$ cat src/rtl/reshape_stream_router.sv
// reshape_stream_router: routes one input stream to a single selected reshape
// operator, merges that operator's output through a small registered FIFO and
// sequences one layer (start, drain, done, clear) from latched beat totals.
module reshape_stream_router #(
    parameter int DATA_W      = 128,
    parameter int N_OPS       = 4,
    parameter int CNT_W       = 24,
    parameter int OFIFO_DEPTH = 4
) (
    input  logic                      clk,
    input  logic                      rst,
    input  logic [N_OPS-1:0]          Control_Reshape,
    input  logic [CNT_W-1:0]          In_Total,
    input  logic [CNT_W-1:0]          Out_Total,
    input  logic                      Abort,
    output logic [1:0]                State,
    output logic [N_OPS-1:0]          Op_Start,
    output logic                      Op_Clear,
    output logic                      Done,
    output logic                      Cfg_Err,
    input  logic [DATA_W-1:0]         S_Data,
    input  logic                      S_Valid,
    output logic                      S_Ready,
    output logic [DATA_W-1:0]         Op_S_Data,
    output logic [N_OPS-1:0]          Op_S_Valid,
    input  logic [N_OPS-1:0]          Op_S_Ready,
    input  logic [N_OPS*DATA_W-1:0]   Op_M_Data,
    input  logic [N_OPS-1:0]          Op_M_Valid,
    output logic [N_OPS-1:0]          Op_M_Ready,
    output logic [DATA_W-1:0]         M_Data,
    output logic                      M_Valid,
    input  logic                      M_Ready,
    output logic                      M_Last
);

    localparam int SEL_W = $clog2(N_OPS);
    localparam int PTR_W = $clog2(OFIFO_DEPTH);
    localparam int FCW   = PTR_W + 1;

    typedef enum logic [1:0] {
        ST_IDLE  = 2'd0,
        ST_RUN   = 2'd1,
        ST_DRAIN = 2'd2,
        ST_DONE  = 2'd3
    } state_t;

    state_t              state;
    logic [SEL_W-1:0]    sel;
    logic [CNT_W-1:0]    in_total;
    logic [CNT_W-1:0]    out_total;
    logic [CNT_W-1:0]    in_cnt;
    logic [CNT_W-1:0]    acc_cnt;
    logic [CNT_W-1:0]    out_cnt;
    logic [N_OPS-1:0]    op_start_q;
    logic                op_clear_q;
    logic                done_q;
    logic                cfg_err_q;

    logic [DATA_W-1:0]   fifo_mem [OFIFO_DEPTH];
    logic [PTR_W-1:0]    wr_ptr;
    logic [PTR_W-1:0]    rd_ptr;
    logic [FCW-1:0]      fifo_cnt;

    logic [SEL_W-1:0]    cfg_index;
    logic                cfg_onehot;
    logic                cfg_totals_ok;
    logic [DATA_W-1:0]   op_data [N_OPS];
    logic                active;
    logic                fifo_full;
    logic                fifo_empty;
    logic                s_ready;
    logic                op_ready;
    logic                s_fire;
    logic                op_fire;
    logic                m_fire;
    logic                last_in;
    logic                last_out;
    logic                flush;

    // Operator index of the highest set select bit (only used when one-hot).
    always_comb begin
        cfg_index = '0;
        for (int unsigned k = 0; k < N_OPS; k++) begin
            if (Control_Reshape[k]) cfg_index = SEL_W'(k);
        end
    end

    assign cfg_onehot    = $onehot(Control_Reshape);
    assign cfg_totals_ok = (In_Total != '0) && (Out_Total != '0);

    // Unpack the flat operator output bus into one word per operator.
    always_comb begin
        for (int unsigned k = 0; k < N_OPS; k++) begin
            op_data[k] = Op_M_Data[k*DATA_W +: DATA_W];
        end
    end

    assign active     = (state == ST_RUN) || (state == ST_DRAIN);
    assign fifo_full  = (fifo_cnt == FCW'(OFIFO_DEPTH));
    assign fifo_empty = (fifo_cnt == '0);
    assign s_ready    = (state == ST_RUN) && Op_S_Ready[sel] && (in_cnt < in_total);
    assign op_ready   = active && !fifo_full && (acc_cnt < out_total);
    assign s_fire     = S_Valid && s_ready;
    assign op_fire    = op_ready && Op_M_Valid[sel];
    assign m_fire     = !fifo_empty && M_Ready;
    assign last_in    = (in_cnt == in_total - CNT_W'(1));
    assign last_out   = (out_cnt == out_total - CNT_W'(1));
    // Leaving a layer (abort or DONE) empties the FIFO and zeroes all counters.
    assign flush      = (active && Abort) || (state == ST_DONE);

    // Fan the handshakes out to the selected operator only.
    always_comb begin
        Op_S_Valid = '0;
        Op_M_Ready = '0;
        for (int unsigned k = 0; k < N_OPS; k++) begin
            if (sel == SEL_W'(k)) begin
                Op_S_Valid[k] = s_fire;
                Op_M_Ready[k] = op_ready;
            end
        end
    end

    assign Op_S_Data = S_Data;
    assign S_Ready   = s_ready;
    assign M_Valid   = !fifo_empty;
    assign M_Data    = fifo_mem[rd_ptr];
    assign M_Last    = M_Valid && last_out;
    assign State     = state;
    assign Op_Start  = op_start_q;
    assign Op_Clear  = op_clear_q;
    assign Done      = done_q;
    assign Cfg_Err   = cfg_err_q;

    // FIFO storage: capture the selected operator's beat on its handshake.
    always_ff @(posedge clk) begin
        if (op_fire) fifo_mem[wr_ptr] <= op_data[sel];
    end

    // Layer sequencer, beat counters and FIFO pointers.
    always_ff @(posedge clk) begin
        if (rst) begin
            state      <= ST_IDLE;
            sel        <= '0;
            in_total   <= '0;
            out_total  <= '0;
            in_cnt     <= '0;
            acc_cnt    <= '0;
            out_cnt    <= '0;
            wr_ptr     <= '0;
            rd_ptr     <= '0;
            fifo_cnt   <= '0;
            op_start_q <= '0;
            op_clear_q <= 1'b0;
            done_q     <= 1'b0;
            cfg_err_q  <= 1'b0;
        end else begin
            op_start_q <= '0;
            op_clear_q <= 1'b0;
            done_q     <= 1'b0;
            cfg_err_q  <= 1'b0;

            if (flush) begin
                in_cnt   <= '0;
                acc_cnt  <= '0;
                out_cnt  <= '0;
                wr_ptr   <= '0;
                rd_ptr   <= '0;
                fifo_cnt <= '0;
            end else begin
                if (s_fire) in_cnt <= in_cnt + CNT_W'(1);
                if (op_fire) begin
                    acc_cnt <= acc_cnt + CNT_W'(1);
                    wr_ptr  <= wr_ptr + PTR_W'(1);
                end
                if (m_fire) begin
                    out_cnt <= out_cnt + CNT_W'(1);
                    rd_ptr  <= rd_ptr + PTR_W'(1);
                end
                case ({op_fire, m_fire})
                    2'b10:   fifo_cnt <= fifo_cnt + FCW'(1);
                    2'b01:   fifo_cnt <= fifo_cnt - FCW'(1);
                    default: ;
                endcase
            end

            case (state)
                ST_IDLE: begin
                    if (Control_Reshape != '0) begin
                        if (cfg_onehot && cfg_totals_ok) begin
                            if (!Abort) begin
                                sel        <= cfg_index;
                                in_total   <= In_Total;
                                out_total  <= Out_Total;
                                op_start_q <= N_OPS'(1) << cfg_index;
                                state      <= ST_RUN;
                            end
                        end else begin
                            cfg_err_q <= 1'b1;
                        end
                    end
                end
                ST_RUN, ST_DRAIN: begin
                    if (Abort) begin
                        op_clear_q <= 1'b1;
                        state      <= ST_IDLE;
                    end else if (m_fire && last_out) begin
                        done_q     <= 1'b1;
                        op_clear_q <= 1'b1;
                        state      <= ST_DONE;
                    end else if (state == ST_RUN && s_fire && last_in) begin
                        state <= ST_DRAIN;
                    end
                end
                ST_DONE: begin
                    state <= ST_IDLE;
                end
                default: begin
                    state <= ST_IDLE;
                end
            endcase
        end
    end

endmodule

$ cat config.mk
export PLATFORM = sky130hd
export DESIGN_NAME = reshape_stream_router
export DESIGN_NICKNAME = d
export VERILOG_FILES = /design/src/rtl/reshape_stream_router.sv
export SDC_FILE = /design/constraint.sdc
export NUM_CORES = 1
export LEC_CHECK = 0
export CORE_AREA = 2 2 379 381
export DETAILED_ROUTE_END_ITERATION = 6
export DIE_AREA = 0 0 381 383
export MAX_ROUTING_LAYER = met4
export PLACE_DENSITY = 0.45
export SYNTH_ARGS = -nofsm -noshare
export SYNTH_HDL_FRONTEND = slang
export SYNTH_SLANG_ARGS = --single-unit
$ cat constraint.sdc
create_clock -name clk -period 6.5 [get_ports clk]
set_clock_uncertainty 0.2 [all_clocks]
set_input_delay 1.3 -clock clk [delete_from_list [all_inputs] [get_ports clk]]
set_output_delay 1.3 -clock clk [all_outputs]
set_load 0.01 [all_outputs]
==> results of run 1 <==
-- Yosys cell counts (3+ instances only) --
| cell | number | share of area (%) |
|---|---|---|
| a211o_1 | 3 | 0.085 |
| nor2b_1 | 3 | 0.061 |
| nand3_1 | 39 | 0.63 |
| and4_1 | 7 | 0.20 |
| nor2_1 | 109 | 1.3 |
| mux2i_1 | 6 | 0.19 |
| o21ai_1 | 4 | 0.065 |
| xor2_1 | 58 | 1.6 |
| inv_1 | 74 | 0.90 |
| nand2_1 | 48 | 0.58 |
| o21ai_0 | 21 | 0.34 |
| or3_1 | 13 | 0.26 |
| o31ai_1 | 3 | 0.073 |
| and2_1 | 8 | 0.16 |
| o211ai_1 | 7 | 0.17 |
| dfxtp_1 | 140 | 9.1 |
| nand4_1 | 32 | 0.65 |
| mux4_2 | 258 | 19 |
| nor3_1 | 32 | 0.52 |
| clkbuf_1 | 63 | 0.77 |
| nor4b_1 | 3 | 0.085 |
| a21oi_1 | 39 | 0.63 |
| nor3b_1 | 3 | 0.073 |
| xnor2_1 | 73 | 2.1 |
| ha_1 | 63 | 2.6 |
| nand2b_1 | 8 | 0.16 |
| and3_1 | 28 | 0.57 |
| a22o_1 | 49 | 1.4 |
| nor4_1 | 38 | 0.77 |
| buf_1 | 28 | 0.34 |
| buf_4 | 128 | 3.1 |
| or4_1 | 4 | 0.097 |
| a21o_1 | 10 | 0.24 |
| edfxtp_1 | 512 | 50 |
| a31oi_1 | 3 | 0.061 |
-- sequential cells by signal, indices dropped and copies added (netlist names), 2 cells and up, named ones only --
signal	cells
fifo_mem	512
acc_cnt	24
in_cnt	24
in_total	24
out_cnt	24
out_total	24
Op_Start	4
fifo_cnt	3
State	2
rd_ptr	2
sel	2
wr_ptr	2
-- worst register-to-register path: cells and delay by family, from the launching register on --
kind	cells	cell delay, ns
AO/OA/AOI/OAI	5	1.18
adder cells (fa/ha/maj)	1	0.34
buffers and inverters	2	0.55
flip-flops	1	0.43
AND/OR/NAND/NOR	3	1.58
-- power by group --
group          switching [W]  total, W  leakage [nW]  internal [W]
logic                0.00105   0.00219          6.45       0.00115
registers          0.0000953   0.00480          5.74       0.00471
clock network        0.00179   0.00426          1.23       0.00247
-- final cells by class --
cell class,instances,area (um^2)
multi-input combinational,1007,11060
timing repair buffer,754,7622
sequential,652,18190
inverter,74,277.8
antenna,13,32.53
clock buffer,93,2038
fill,14211,100200
tap,1903,2381
clock inverter,45,473.0
-- worst min path at each step --
| stage | start | depth (start not counted) | end | slack, ns |
|---|---|---|---|---|
| global route | wr_ptr[1] | 2 | wr_ptr[1] | 0.35 |
| CTS | wr_ptr[1] | 2 | wr_ptr[1] | 0.31 |
| global placement | wr_ptr[1] | 2 | wr_ptr[1] | 0.28 |
| finish | wr_ptr[1] | 2 | wr_ptr[1] | 0.31 |
| detailed placement | wr_ptr[1] | 2 | wr_ptr[1] | 0.30 |
| floorplan | wr_ptr[1] | 2 | wr_ptr[1] | 0.27 |
-- cell families after synthesis --
group | Yosys count | synth area share [%]
AOI/OAI and AO/OA | 161 | 3.736
muxes | 265 | 19.09
xor gates and xnor gates | 131 | 3.724
and+or+nand+nor | 385 | 6.550
buffers and inverters | 297 | 5.214
DFF | 652 | 59.00
adders and majority gates | 65 | 2.688
-- layer usage --
| layer | GRT usage [%] | routed length (um) | vias up |
|---|---|---|---|
| met5 | - | 0 | - |
| met4 | 4.611 | 2579 | 0 |
| met3 | 4.470 | 7434 | 144 |
| met2 | 23.33 | 51360 | 761 |
| met1 | 17.06 | 43510 | 10054 |
| li1 | - | - | 8854 |
-- stage by stage --
stage,instance area (um^2),power (W),setup slack (ns),util (%)
after floorplan,30810,0.006071,0.6700,-
after global placement,39530,0.007098,1.045,27.79
after detailed placement,39530,0.007132,0.9719,27.79
after CTS,42040,0.01146,0.9048,29.55
after global routing,42070,0.01175,0.6117,29.57
final,42080,0.01125,0.9683,29.58
==> results.toml, run 1 <==
[outcome]
status = "complete, no violations"

[floorplan]
placementRows = 139
core_area_mm2 = 0.1423
design.die.area_mm2 = 0.1459
die_width_um = 381
fp.dieH_um = 383
start_util_pct = 21.66
ioPinCount = 981

[global_route]
grt_pass1_vias = 20999
grt_start_max_net_pins = 85
antenna_found_initial = 21
grt.overflow.total = 0
grt_pass1_wl_um = 148000
grt_use_total_pct = 14.40

[routing]
routed_wirelength_um = 104900
antenna_left = 0
first_iter_violations = 1373
vias_per_cell = 4.363
wire_per_inst_um = 23.10
drc_errors = 0
drtPass1Iterations = 5
vias = 19813

[placed_design]
portBuffers = 724
dp.cells = 4390
gp_congestion = 0.9989
hpwl_um = 79400

[logic_synthesis]
synth_area_per_cell_um2 = 15.75
ys.warnings.count = 0
syn_area_mm2 = 0.03081
async_reset_ff_share_pct = 0
yosysUniqueCellTypes = 66
synth_edf_count = 512
synth_seq_cells = 652
synth_nets = 2726
synth-seq-area-share_pct = 59.00
synthFlopType = "edfxtp_1"
syn_inst = 1956

[critical_path]
regToRegStartpoint = "out_total[9]"
startpoint = "out_total[3]"
required_ns = 5.00
worstSetupEndpoint = "M_Last"
critPathMaxStageDelay_ns = 0.77
r2r_setup_slack_ns = 1.82
cp_top_family = "simple AND/OR/NAND/NOR gates"
slowest_stage = "nor4_1"
worst_path_most_repeated_cell = "nor4_1"
timing.rr.end = "fifo_mem[1][39]"
cp_data_arrival_time_ns = 4.03
endpoint_kind = "output port"
start_kind = "flop"
crit_type = "flop to output port"
crit_chain = "nor4_1, nand4_1, nor4b_1, o31ai_1, nor4_1, and3_1, clkdlybuf4s50_1"
crit_cells = 7
cp_num_buf_inv = 1
cp_max_fo = 6
rr_worst_depth = 11

[cts]
postCtsSetupRepairBufs = 0
clockRootBuffer = "clkbuf_16"
cts_resized = 0
clk_latency_ns = 0.67
cts.sinks = 652
cts.path.max_buffers = 3
cts_tree = "done"
htree_levels = 3
cts-buffers-inserted = 76
clk_pin_slew_worst_paths_ns = 0.06
cts_hold_buf = 0

[sta]
hold_slack_ns = 0.3084
setup_tns_ns = 0
max_freq_mhz = 180.8
hold_viol_final = 0
relSlewSlack_pct = 35.82
rsz0062_at_grt = "no"
drv_slew = 0
setup_viol = 0
worst_pin_slew_ns = 0.9627
period_minus_slack_ns = 5.532
period_share_pct = 85.10

[cells_and_area]
stdcell_count = 4541
nets = 3335
synthToLayoutAreaGrowth_pct = 36.56
most-common-layout-cells = "724 x clkdlybuf4s50_1, 512 x edfxtp_1, 258 x mux4_2"
final_common_cell = "clkdlybuf4s50_1"
drive_above_1_share_pct = 16.19

[flow_run]
max_cap_viol_count = 0

[pwr]
p_leak_nw = 13.43
power_density_mw_per_mm2 = 267.4
ir_worst_vdd_v = 0.0001918

[min_path]
min_path_type = "flop to flop"
Note: power is estimated with default switching activity, not from simulation.
==> inputs of run 2 (changes only) <==
- PLACE_DENSITY: 0.45 -> unset
==> run 2 against run 1 <==
Compared with the run above:
- final area shrank 0.21%
- clock power shrank 2%
- die area is the same
==> results.toml, run 2 (same netlist as run 1, synthesis figures left out) <==
[routing]
first_iter_violations = 1766
antenna_left = 0
drtPass1Iterations = 5
vias = 19994
wire_per_inst_um = 23.32
drc_errors = 0
routed_wirelength_um = 105800
vias_per_cell = 4.407

[sta]
setup_ws_ns = 1.005
rsz0062_at_grt = "no"
relSlewSlack_pct = 24.66
drv_slew = 0
period_share_pct = 84.54
hold_viol_final = 0
max_freq_mhz = 182.0
setup_viol = 0
setup_tns_ns = 0
hold_slack_ns = 0.2989
worst_pin_slew_ns = 1.130
period_minus_slack_ns = 5.495

[cts]
clk_pin_slew_worst_paths_ns = 0.05
cts.sinks = 652
cts-buffers-inserted = 74
cts_resized = 0
cts_tree = "done"
cts.path.max_buffers = 3
clockRootBuffer = "clkbuf_16"
cts_hold_buf = 0
postCtsSetupRepairBufs = 0
clk_latency_ns = 0.67
htree_levels = 3

[min_path]
worstHoldEndpoint = "wr_ptr[1]"
hold_depth = 2
min_from = "wr_ptr[1]"
min_path_type = "flop to flop"

[cells_and_area]
most-common-layout-cells = "724 x clkdlybuf4s50_1, 512 x edfxtp_1, 258 x mux4_2"
nets = 3328
drive_above_1_share_pct = 15.73
seqCellArea_mm2 = 0.01819
final_cell_area_mm2 = 0.04199
fillers = 14283
stdcell_count = 4537
multi_input_area_mm2 = 0.01106
synthToLayoutAreaGrowth_pct = 36.28
final_common_cell = "clkdlybuf4s50_1"
largest-register = "fifo_mem"
largest_register_ffs = 512

[critical_path]
rr_worst_depth = 11
start_kind = "flop"
cp_num_buf_inv = 1
cp_max_fo = 6
required_ns = 5.00
regToRegStartpoint = "out_total[9]"
slowest_stage = "nor4_1"
worst_path_most_repeated_cell = "nor4_1"
critPathMaxStageDelay_ns = 0.74
cp_data_arrival_time_ns = 3.99
cp_top_family = "simple AND/OR/NAND/NOR gates"
r2r_setup_slack_ns = 1.83
crit_chain = "nor4_1, nand4_1, nor4b_1, o31ai_1, nor4_1, and3_1, clkdlybuf4s50_1"
endpoint_kind = "output port"
timing.rr.end = "fifo_mem[0][35]"
crit_type = "flop to output port"

[floorplan]
die_width_um = 381
core_area_mm2 = 0.1423
fp.dieH_um = 383
start_util_pct = 21.66
ioPinCount = 981
design.die.area_mm2 = 0.1459
placementRows = 139

[pwr]
switching_share_pct = 25.95
p_leak_nw = 13.34
power_density_mw_per_mm2 = 265.2
power_frac_comb_pct = 19.5
cell_internal_pwr_w = 0.008246
ir_worst_vdd_v = 0.0001504
p_clk_share_pct = 37.5
pwr-share-seq_pct = 43.0
p_sw_w = 0.002890

[global_route]
grt.overflow.total = 0
grtUsageMet3_pct = 5.100
grt_start_max_net_pins = 108
grt_pass1_vias = 19790
met1_usage_pct = 18.24
antenna_found_initial = 45
busiest_layer = "met2"
grt_use_met2_pct = 22.58
grt_pass1_wl_um = 147200
grt_use_total_pct = 14.46

[placed_design]
portBuffers = 724
dp.cells = 4385
hpwl_um = 79670
gp_congestion = 0.8473
placed_cell_area_mm2 = 0.03951
dp_worst_setup_slack_ns = 1.281

[outcome]
status = "complete, no violations"

[flow_run]
max_cap_viol_count = 0
[run 2: cell types whose count changed in the layout (fill, tap and decap cells not counted), moves of 3 or more]
cell and delta:
buf_4 -6, clkbuf_1 +7, clkbuf_16 -4, clkinv_2 -8, inv_16 -3
[run 2: layout make-up]
type                    count  share of cell area [%]
repair buffers            749                   18.09
well taps                1903                   5.671
clock buffers              98                   4.744
flip-flops and latches    652                   43.33
multi-input cells        1007                   26.34
diodes                     15                 0.08939
inverters                  74                  0.6615
clock inverters            39                   1.079
[run 2: through the flow]
stage / utilization [%] / power, W
global placement: 27.77 / 0.007059
finish: 29.51 / 0.01114
CTS: 29.49 / 0.01131
floorplan: - / 0.006071
detailed placement: 27.77 / 0.007079
global route: 29.51 / 0.01160
[run 2: worst max path at each step]
stage	start	end	slack, ns	depth (start not counted)
3_3_place_gp	Control_Reshape[3]	in_total[2]	1.35	13
5_1_grt	out_total[3]	M_Last	0.61	7
2_1_floorplan	out_total[9]	fifo_mem[1][0]	0.67	10
3_5_place_dp	Control_Reshape[3]	in_total[16]	1.28	13
6_report	out_total[3]	M_Last	1.01	7
4_1_cts	out_total[1]	Op_M_Ready[0]	0.90	11
[run 2: power by group through the flow]
stage / combinational [W] / sequential [W] / clock [W]
floorplan: 0.00123 / 0.00484 / 0
global placement: 0.00218 / 0.00488 / 0
detailed placement: 0.00220 / 0.00488 / 0
CTS: 0.00221 / 0.00479 / 0.00431
global route: 0.00233 / 0.00480 / 0.00447
finish: 0.00217 / 0.00479 / 0.00417
[run 2: metal layers]
metal	up-vias	routed length, um	share of wire [%]
li1	8828	-	-
met1	10136	44370	42
met2	893	50120	47
met3	137	9611	9.1
met4	0	1708	1.6
met5	-	0	0
[run 2: worst register-to-register path: cells and delay by family (launching register included)]
family / cells / cell delay, ns
compound gates: 5 / 1.18
fa+ha+maj: 1 / 0.33
buf+inv: 2 / 0.63
flops: 1 / 0.42
simple gates: 3 / 1.55
==> inputs of run 3 (changes only) <==
- clock period: 6.5 -> 5.3 ns (I/O delays scaled with it)
==> run 3 against run 2 <==
Compared with the run above:
- setup slack worse by 0.60 ns
- wire length up 1.8%
- critical path depth up 4
- hold slack worse by 0.0011 ns
- combinational power up 24%
- final area up 0.30%
- via count up 0.26%
==> results.toml, run 3 (same netlist as run 1, synthesis figures left out) <==
[floorplan]
start_util_pct = 21.66
core_area_mm2 = 0.1423
ioPinCount = 981
die_width_um = 381
fp.dieH_um = 383
design.die.area_mm2 = 0.1459
placementRows = 139

[cells_and_area]
nets = 3340
final_common_cell = "clkdlybuf4s50_1"
largest_register_ffs = 512
fillers = 14284
drive_above_1_share_pct = 15.98
stdcell_count = 4543
largest-register = "fifo_mem"
synthToLayoutAreaGrowth_pct = 36.68
final_cell_area_mm2 = 0.04211
most-common-layout-cells = "724 x clkdlybuf4s50_1, 512 x edfxtp_1, 258 x mux4_2"

[sta]
worst_pin_slew_ns = 0.9957
setup_viol = 0
relSlewSlack_pct = 33.62
period_minus_slack_ns = 4.891
max_freq_mhz = 204.4
period_share_pct = 92.29
setup_tns_ns = 0
drv_slew = 0
hold_viol_final = 0
rsz0062_at_grt = "no"

[placed_design]
dp.cells = 4395
hpwl_um = 82320
portBuffers = 724
placed_cell_area_mm2 = 0.03961
gp_congestion = 0.8374

[global_route]
grt_pass1_wl_um = 149800
grt_use_total_pct = 14.81
antenna_found_initial = 44
grt_pass1_vias = 20200
grt.overflow.total = 0
grt_start_max_net_pins = 102

[routing]
drc_errors = 0
wire_per_inst_um = 23.72
first_iter_violations = 1528
vias_per_cell = 4.412
vias = 20045
drtPass1Iterations = 5
antenna_left = 0
routed_wirelength_um = 107700

[critical_path]
crit_chain = "inv_1, ha_1, a21o_1, a21o_1, a21oi_1, o21ai_0, a21o_1, a21oi_1, o221ai_1, nor3_1, clkdlybuf4s50_1"
critPathMaxStageDelay_ns = 0.61
cp_num_buf_inv = 2
start_kind = "flop"
cp_data_arrival_time_ns = 3.63
crit_type = "flop to output port"
endpoint_kind = "output port"
cp_max_fo = 5
slowest_stage = "clkdlybuf4s50_1"
cp_top_family = "compound AO/OA/AOI/OAI gates"
required_ns = 4.04
worst_path_most_repeated_cell = "a21o_1"

[cts]
cts_hold_buf = 0
cts-buffers-inserted = 76
postCtsSetupRepairBufs = 0
clk_latency_ns = 0.65
cts.path.max_buffers = 3
htree_levels = 3
cts_tree = "done"
cts.sinks = 652
clockRootBuffer = "clkbuf_16"
clk_pin_slew_worst_paths_ns = 0.06

[outcome]
status = "complete, no violations"

[flow_run]
max_cap_viol_count = 0

[min_path]
min_path_type = "flop to flop"

[pwr]
ir_worst_vdd_v = 0.0002343
power_density_mw_per_mm2 = 327.1
p_leak_nw = 13.42
## run 3: path summary, 6_finish.rpt
path | start | endpoint | slack [ns] | cells past startpoint
worst max-delay path | out_total[9] | Op_M_Ready[0] | 0.41 | 11
worst min-delay path | wr_ptr[1] | wr_ptr[1] | 0.30 | 2
worst max register to register | out_total[9] | fifo_mem[0][102] | 1.14 | 11
worst min register to register | wr_ptr[1] | wr_ptr[1] | 0.30 | 2
## run 3: worst register-to-register path: stages, from the launching register on
cell and delay (ns):
dfxtp_1 0.43, inv_1 0.10, ha_1 0.33, a21o_1 0.18, a21o_1 0.17, a21oi_1 0.14
o21ai_0 0.13, and3_1 0.18, a221o_1 0.28, nor2_1 0.61, and2_4 0.44, buf_12 0.31
## run 3: per-stage QoR
stage / total power [W] / utilization (%) / setup WS [ns] / hold WS [ns]
2_1_floorplan: 0.007437 / - / 0.8730 / 0.2692
3_3_place_gp: 0.008699 / 27.84 / 0.3830 / 0.2883
3_5_place_dp: 0.008727 / 27.84 / 0.3154 / 0.2996
4_1_cts: 0.01399 / 29.58 / 0.1924 / 0.3076
5_1_grt: 0.01433 / 29.60 / 0.1766 / 0.3369
6_report: 0.01378 / 29.60 / 0.4088 / 0.2978
## run 3: layout make-up
class                   count  area, um^2  area share, %
inverters                  74       277.8         0.6596
repair buffers            759        7697          18.28
multi-input cells        1007       11060          26.27
clock buffers             100        2064          4.902
diodes                     11       27.53        0.06536
flip-flops and latches    652       18190          43.20
clock inverters            37       407.9         0.9686
well taps                1903        2381          5.654
## run 3: power by group
part / total (W) / leakage (nW) / internal (W) / switching (W)
Combinational: 0.00269 / 6.49 / 0.00142 / 0.00126
Clock: 0.00519 / 1.19 / 0.00302 / 0.00217
Sequential: 0.00590 / 5.74 / 0.00577 / 0.000123
## run 3: metal layers
layer	global-route usage [%]	vias to the layer above	part of all wire, %
li1	-	8855	-
met1	18.42	10120	41
met2	22.86	926	47
met3	5.492	144	10
met4	3.374	0	1.9
met5	-	-	0
## run 3: what timing repair did
item	in CTS	in global routing
setup endpoints to repair	0	1
resized for setup	0	1
endpoints found under the hold margin	0	0
